`src/rtl/ajuste_pkg.sv`:
```
// Shared encodings for the adjust-button front-end: edit field codes and
// the auto-repeat state machine states.
package ajuste_pkg;

    localparam logic [1:0] EN_NONE = 2'd0;
    localparam logic [1:0] EN_MIN  = 2'd1;
    localparam logic [1:0] EN_HORA = 2'd2;
    localparam logic [1:0] EN_SEG  = 2'd3;

    typedef enum logic [1:0] {
        IDLE   = 2'd0,
        HOLD   = 2'd1,
        REPEAT = 2'd2,
        LOCK   = 2'd3
    } rep_state_t;

    function automatic logic [1:0] en_next(input logic [1:0] en);
        case (en)
            EN_NONE: return EN_MIN;
            EN_MIN:  return EN_HORA;
            EN_HORA: return EN_SEG;
            EN_SEG:  return EN_NONE;
            default: return EN_NONE;
        endcase
    endfunction

endpackage

```
`src/rtl/ajuste_debounce.sv`:
```
// Two-flop synchronizer followed by a stable-level filter: the level flips
// only after the synchronized input disagrees with it for DB_CYC cycles in a row.
module ajuste_debounce #(
    parameter int unsigned DB_CYC = 100000
) (
    input  logic clk,
    input  logic rst,
    input  logic btn,
    output logic level
);
    localparam int unsigned CW = $clog2(DB_CYC + 1);
    localparam logic [CW-1:0] CNT_LAST = CW'(DB_CYC - 1);
    localparam logic [CW-1:0] CNT_MAX  = CW'(DB_CYC);

    logic          sync1_r;
    logic          sync2_r;
    logic          level_r;
    logic [CW-1:0] cnt_r;

    // synchronizer, disagreement counter and accepted level
    always_ff @(posedge clk or negedge rst) begin
        if (!rst) begin
            sync1_r <= 1'b0;
            sync2_r <= 1'b0;
            level_r <= 1'b0;
            cnt_r   <= '0;
        end else begin
            sync1_r <= btn;
            sync2_r <= sync1_r;
            if (sync2_r != level_r) begin
                if (cnt_r == CNT_LAST) begin
                    level_r <= sync2_r;
                    cnt_r   <= '0;
                end else if (cnt_r != CNT_MAX) begin
                    cnt_r <= cnt_r + CW'(1);
                end else begin
                    cnt_r <= cnt_r;
                end
            end else begin
                cnt_r <= '0;
            end
        end
    end

    assign level = level_r;

endmodule

```
`src/rtl/ajuste_botones.sv`:
```
// Adjust-button front-end: debounced up/down/sel produce the edit field code
// and gated single-cycle increment/decrement pulses with auto-repeat.
module ajuste_botones
    import ajuste_pkg::*;
#(
    parameter int unsigned DB_CYC   = 100000,
    parameter int unsigned HOLD_CYC = 50000000,
    parameter int unsigned REP_CYC  = 10000000,
    parameter int unsigned IDLE_CYC = 1000000000
) (
    input  logic       clk,
    input  logic       rst,
    input  logic       btn_up,
    input  logic       btn_down,
    input  logic       btn_sel,
    output logic [1:0] EN,
    output logic       aumento,
    output logic       disminuye
);
    localparam int unsigned RPT_MAX = (HOLD_CYC > REP_CYC) ? HOLD_CYC : REP_CYC;
    localparam int unsigned RCW     = $clog2(RPT_MAX + 1);
    localparam int unsigned ICW     = $clog2(IDLE_CYC + 1);
    localparam logic [RCW-1:0] HOLD_M1  = RCW'(HOLD_CYC - 1);
    localparam logic [RCW-1:0] REP_M1   = RCW'(REP_CYC - 1);
    localparam logic [RCW-1:0] RCNT_MAX = RCW'(RPT_MAX);
    localparam logic [ICW-1:0] IDLE_M1  = ICW'(IDLE_CYC - 1);
    localparam logic [ICW-1:0] ICNT_MAX = ICW'(IDLE_CYC);

    logic           up_s, dn_s, sel_s;
    logic           up_prev_r, dn_prev_r, sel_prev_r;
    logic           up_rise_s, dn_rise_s, sel_rise_s;
    rep_state_t     state_r, state_s;
    logic           dir_r, dir_s;
    logic [RCW-1:0] rcnt_r, rcnt_s, rcnt_inc_s;
    logic           active_s, other_s;
    logic           pulse_up_s, pulse_dn_s;
    logic [1:0]     en_r;
    logic [ICW-1:0] icnt_r;
    logic           idle_clr_s, idle_exp_s;
    logic           aumento_r, disminuye_r;

    ajuste_debounce #(.DB_CYC(DB_CYC)) u_db_up  (.clk(clk), .rst(rst), .btn(btn_up),   .level(up_s));
    ajuste_debounce #(.DB_CYC(DB_CYC)) u_db_dn  (.clk(clk), .rst(rst), .btn(btn_down), .level(dn_s));
    ajuste_debounce #(.DB_CYC(DB_CYC)) u_db_sel (.clk(clk), .rst(rst), .btn(btn_sel),  .level(sel_s));

    assign up_rise_s  = up_s & ~up_prev_r;
    assign dn_rise_s  = dn_s & ~dn_prev_r;
    assign sel_rise_s = sel_s & ~sel_prev_r;
    // dir_r = 1 means the down button owns the repeat sequence
    assign active_s   = dir_r ? dn_s : up_s;
    assign other_s    = dir_r ? up_s : dn_s;
    assign rcnt_inc_s = (rcnt_r == RCNT_MAX) ? rcnt_r : rcnt_r + RCW'(1);

    // previous debounced levels for edge detection
    always_ff @(posedge clk or negedge rst) begin
        if (!rst) begin
            up_prev_r  <= 1'b0;
            dn_prev_r  <= 1'b0;
            sel_prev_r <= 1'b0;
        end else begin
            up_prev_r  <= up_s;
            dn_prev_r  <= dn_s;
            sel_prev_r <= sel_s;
        end
    end

    // repeat FSM state, direction and interval counter
    always_ff @(posedge clk or negedge rst) begin
        if (!rst) begin
            state_r <= IDLE;
            dir_r   <= 1'b0;
            rcnt_r  <= '0;
        end else begin
            state_r <= state_s;
            dir_r   <= dir_s;
            rcnt_r  <= rcnt_s;
        end
    end

    // repeat FSM next state
    always_comb begin
        state_s = state_r;
        dir_s   = dir_r;
        rcnt_s  = rcnt_r;
        case (state_r)
            IDLE: begin
                if (up_rise_s && dn_rise_s) begin
                    state_s = LOCK;
                end else if (up_rise_s) begin
                    state_s = HOLD;
                    dir_s   = 1'b0;
                    rcnt_s  = '0;
                end else if (dn_rise_s) begin
                    state_s = HOLD;
                    dir_s   = 1'b1;
                    rcnt_s  = '0;
                end else begin
                    state_s = IDLE;
                end
            end
            HOLD, REPEAT: begin
                if (other_s) begin
                    state_s = LOCK;
                end else if (!active_s) begin
                    state_s = IDLE;
                end else if (rcnt_r == ((state_r == HOLD) ? HOLD_M1 : REP_M1)) begin
                    state_s = REPEAT;
                    rcnt_s  = '0;
                end else begin
                    rcnt_s  = rcnt_inc_s;
                end
            end
            LOCK: begin
                if (!up_s && !dn_s) begin
                    state_s = IDLE;
                end else begin
                    state_s = LOCK;
                end
            end
            default: state_s = IDLE;
        endcase
    end

    // repeat FSM pulse requests, one direction at most
    always_comb begin
        pulse_up_s = 1'b0;
        pulse_dn_s = 1'b0;
        case (state_r)
            IDLE: begin
                pulse_up_s = up_rise_s & ~dn_rise_s;
                pulse_dn_s = dn_rise_s & ~up_rise_s;
            end
            HOLD, REPEAT: begin
                if (!other_s && active_s &&
                    rcnt_r == ((state_r == HOLD) ? HOLD_M1 : REP_M1)) begin
                    pulse_up_s = ~dir_r;
                    pulse_dn_s = dir_r;
                end else begin
                    pulse_up_s = 1'b0;
                    pulse_dn_s = 1'b0;
                end
            end
            default: begin
                pulse_up_s = 1'b0;
                pulse_dn_s = 1'b0;
            end
        endcase
    end

    // registered, field-gated pulse outputs
    always_ff @(posedge clk or negedge rst) begin
        if (!rst) begin
            aumento_r   <= 1'b0;
            disminuye_r <= 1'b0;
        end else begin
            aumento_r   <= pulse_up_s & (en_r != EN_NONE);
            disminuye_r <= pulse_dn_s & (en_r != EN_NONE);
        end
    end

    assign idle_clr_s = up_s | dn_s | sel_s | (en_r == EN_NONE);
    assign idle_exp_s = ~idle_clr_s & (icnt_r == IDLE_M1);

    // field select and inactivity timeout; timeout wins over a select edge
    always_ff @(posedge clk or negedge rst) begin
        if (!rst) begin
            en_r   <= EN_NONE;
            icnt_r <= '0;
        end else begin
            if (idle_clr_s) begin
                icnt_r <= '0;
            end else if (icnt_r != ICNT_MAX) begin
                icnt_r <= icnt_r + ICW'(1);
            end else begin
                icnt_r <= icnt_r;
            end
            if (idle_exp_s) begin
                en_r <= EN_NONE;
            end else if (sel_rise_s && !up_s && !dn_s) begin
                en_r <= en_next(en_r);
            end else begin
                en_r <= en_r;
            end
        end
    end

    assign EN        = en_r;
    assign aumento   = aumento_r;
    assign disminuye = disminuye_r;

endmodule

```
`config.mk`:
```
export PLATFORM = sky130hd
export DESIGN_NAME = ajuste_botones
export DESIGN_NICKNAME = d
export VERILOG_FILES = /design/src/rtl/ajuste_pkg.sv /design/src/rtl/ajuste_debounce.sv /design/src/rtl/ajuste_botones.sv
export SDC_FILE = /design/constraint.sdc
export NUM_CORES = 1
export LEC_CHECK = 0
export ABC_AREA = 1
export BUFFER_PORTS_ARGS = -buffer_cell sky130_fd_sc_hd__buf_2
export CAP_MARGIN = 10
export CORE_MARGIN = 2
export CORE_UTILIZATION = 58
export DETAILED_ROUTE_END_ITERATION = 8
export GPL_ROUTABILITY_DRIVEN = 0
export GPL_TIMING_DRIVEN = 0
export HOLD_SLACK_MARGIN = 0.06
export PLACE_DENSITY = 0.82
export SYNTH_ARGS = -nofsm -noshare
export SYNTH_HDL_FRONTEND = slang
export SYNTH_SLANG_ARGS = --single-unit
```
`constraint.sdc`:
```
create_clock -name clk -period 1.92 [get_ports clk]
set_clock_uncertainty 0.1 [all_clocks]
set_input_delay 0 -clock clk [delete_from_list [all_inputs] [get_ports clk]]
set_output_delay 0 -clock clk [all_outputs]
set_load 0.01 [all_outputs]
```
==> impl_metrics.env <==
export IMPL_outcome="finished, violations left"
export IMPL_failed_checks="setup timing"
export IMPL_dieArea_um2=14600
export IMPL_async_flop_share_pct=100
export IMPL_cp_required_ns=2.17
export IMPL_fin_cells=1358
export IMPL_syn_num_nets=1128
export IMPL_rsz0062_at_grt="yes"
export IMPL_htree_levels=4
export IMPL_fillers=990
export IMPL_grt_overflow_total=0
export IMPL_maxSlewViolCount=0
export IMPL_drv_cap=0
export IMPL_ys_ff_latch=126
export IMPL_finalCriticalPeriod_ns=2.00
export IMPL_antenna_cells=0
export IMPL_rows=42
export IMPL_syn_area_um2=7920
export IMPL_fp_coreArea_um2=13300
export IMPL_cp_arrival_ns=2.25
export IMPL_cts_clk_slew_worst_paths_ns=0.06
export IMPL_numCtsBuffers=17
export IMPL_synth_top_area_share_pct=39.8
export IMPL_wirelength_um=19700
export IMPL_clockBufferDepth=2
export IMPL_leakage_nw=4.02
export IMPL_clock_latency_ns=0.42
export IMPL_cts_sinks=126
export IMPL_first_pass_iters=6
export IMPL_dpl_cell_count=1287
export IMPL_finalSetupViolCount=22
export IMPL_ys_types=45
export IMPL_grt_max_degree=88
export IMPL_dp_hpwl_um=12400
export IMPL_hold_violations=0
export IMPL_antenna_found_initial=0
export IMPL_crit_path_max_fanout=6
export IMPL_setup_slack_ns=-0.0758
export IMPL_io_buffers=8
export IMPL_synth_edf_count=0
export IMPL_crit_path_start_kind="flop"
export IMPL_drtIter0Drc=685
export IMPL_cts_root_buf="clkbuf_16"
export IMPL_top_level_ports=9
export IMPL_yosys_most_used_dff="dfrtp_1"
export IMPL_die_w_um=121
export IMPL_wire_per_inst_um=14.5
export IMPL_layout_drive_gt1_share_pct=17.2
export IMPL_post_place_ws_ns=-0.281
export IMPL_finalCritPeriodShare_pct=104
export IMPL_cts_tree="yes"
export IMPL_synth_cells=1102
export IMPL_yosysMostFrequentCell="nand2_1"
export IMPL_tightest_slew_ns=0.638
export IMPL_vias_per_cell=5.60
export IMPL_die_h_um=121
export IMPL_vdd_drop_max_v=0.000713
export IMPL_power_density_nw_per_um2=665
export IMPL_yosys_top_cells_area="dfrtp_1 (40%), nand2_1 (13%), nor2_1 (7.6%)"
export IMPL_initial_core_util_pct=59.6
export IMPL_remaining_drc_errors=0
export IMPL_grt_pass1_vias=6923
export IMPL_p_total_mw=6.32
export IMPL_yosys_area_top_type="dfrtp_1"
export IMPL_end_kind="flop"
export IMPL_crit_type="reg -> reg"
export IMPL_yosysWarnings=0
export IMPL_route_vias_total=7603
export IMPL_yosysSeqAreaShare_pct=39.8
export IMPL_layout_nets=1195
export IMPL_hp_class="in -> reg"
export IMPL_synth_area_per_cell_um2=7.19
export IMPL_max_freq_mhz=501
export IMPL_track_usage_pct=26.7
export IMPL_grt_pass1_wl_um=31600
export IMPL_setup_tns_final_ns=-0.949
export IMPL_area_delta_synth_final_pct=20.1
export IMPL_synth_commonest_cells="nand2_1 (267), nor2_1 (160), inv_1 (147)"
export IMPL_drtAntennaViolNets=0
export IMPL_slew_headroom_pct=57.2
[sequential cells by signal, summed over array words and instances (netlist names), 2 cells and up]
signal,count
state_r,2
rcnt_r,26
EN,2
icnt_r,30
u_db_dn.cnt_r,17
u_db_sel.cnt_r,17
u_db_up.cnt_r,17
[per-stage QoR]
stage | cell area, um^2 | hold slack [ns] | utilization, %
floorplan | 7920 | -0.396 | -
global placement | 8180 | 0.00781 | 61.5
detailed placement | 8210 | -0.170 | 61.8
CTS | 9000 | 0.111 | 67.7
global route | 9510 | 0.110 | 71.5
finish | 9510 | 0.126 | 71.5
[layout make-up]
type / instances / area (um^2) / share of cell area [%]
Timing Repair Buffer: 47 / 414 / 4.35
Inverter: 158 / 597 / 6.28
Clock inverter: 13 / 185 / 1.95
Sequential cell: 126 / 3160 / 33.2
Multi-Input combinational cell: 797 / 4310 / 45.3
Clock buffer: 19 / 453 / 4.76
Buffer: 22 / 175 / 1.84
Tap cell: 176 / 220 / 2.32
[critical path, cell delays in order, from the launching register on]
cell and delay [ns]:
dfrtp_1 0.39, inv_2 0.08, nor2_4 0.16, inv_2 0.08, ha_4 0.17, o21ai_2 0.10
nand2_1 0.07, a21oi_2 0.16, nand4_4 0.24, clkbuf_16 0.25, o21ai_2 0.12
[cell families after synthesis]
family                     Yosys count  share of synthesized area (%)
buffers and inverters              180                           9.23
xor gates and xnor gates            38                           4.20
AOI/OAI and AO/OA                  114                           7.98
DFF                                126                           39.8
adders and majority gates           21                           3.32
and+or+nand+nor                    623                           35.5
[cell usage in the layout (no fill, tap or decap), drive strengths merged, types with 3 or more instances in the layout]
cell type / Yosys / routed
xor2: 32 / 32
inv: 156 / 158
nor2: 173 / 173
clkbuf: 2 / 25
dlygate4sd3: 0 / 5
xnor2: 6 / 6
nand3b: 3 / 3
o21ai: 61 / 61
dfrtp: 126 / 126
nor4: 9 / 9
clkinv: 2 / 7
nand3: 77 / 77
nor3: 40 / 40
nand4: 33 / 33
nand2: 272 / 273
a31oi: 7 / 7
or2: 6 / 6
buf: 20 / 58
nor3b: 9 / 9
a21oi: 37 / 37
ha: 21 / 21
bufinv: 0 / 4
[report_power, final]
group	leakage (nW)	internal, mW	total, mW	switching (mW)
Sequential	1.73	2.68	2.70	0.0204
Combinational	1.98	0.0577	0.169	0.112
Clock	0.310	2.24	3.46	1.21
Total	4.02	4.98	6.32	1.34
[path summary, 6_finish.rpt]
path                                       from  slack, ns                 to  depth (start not counted)
worst min-delay path                   btn_down       0.13    u_db_dn.sync1_r                          2
min in group asynchronous                   rst       0.48  u_db_dn.cnt_r[10]                          3
worst max-delay path              u_db_up.level      -0.08         rcnt_r[21]                         10
max in group asynchronous                   rst       0.46          rcnt_r[0]                          4
worst min register to register  u_db_dn.sync1_r       0.25    u_db_dn.sync2_r                          0
worst max register to register    u_db_up.level      -0.08         rcnt_r[21]                         10
[per-layer routing]
layer	part of all wire [%]	vias to the layer above	routed length (um)	global-route usage, %
met3	6.6	68	1310	6.25
li1	-	3663	-	-
met5	0	-	0	0
met1	42	3546	8310	34.7
met4	2.8	0	548	9.01
met2	48	326	9530	44.1
[repair_timing]
item                                    CTS  global route
buffers inserted                          5            26
pin swaps                                 2            17
hold buffers                              5             0
cloned                                    0             3
endpoints found under the hold margin   129             0
endpoints found under the setup margin   39            73
gates resized for setup                  18            74
Note: power is estimated with default switching activity, not from simulation.
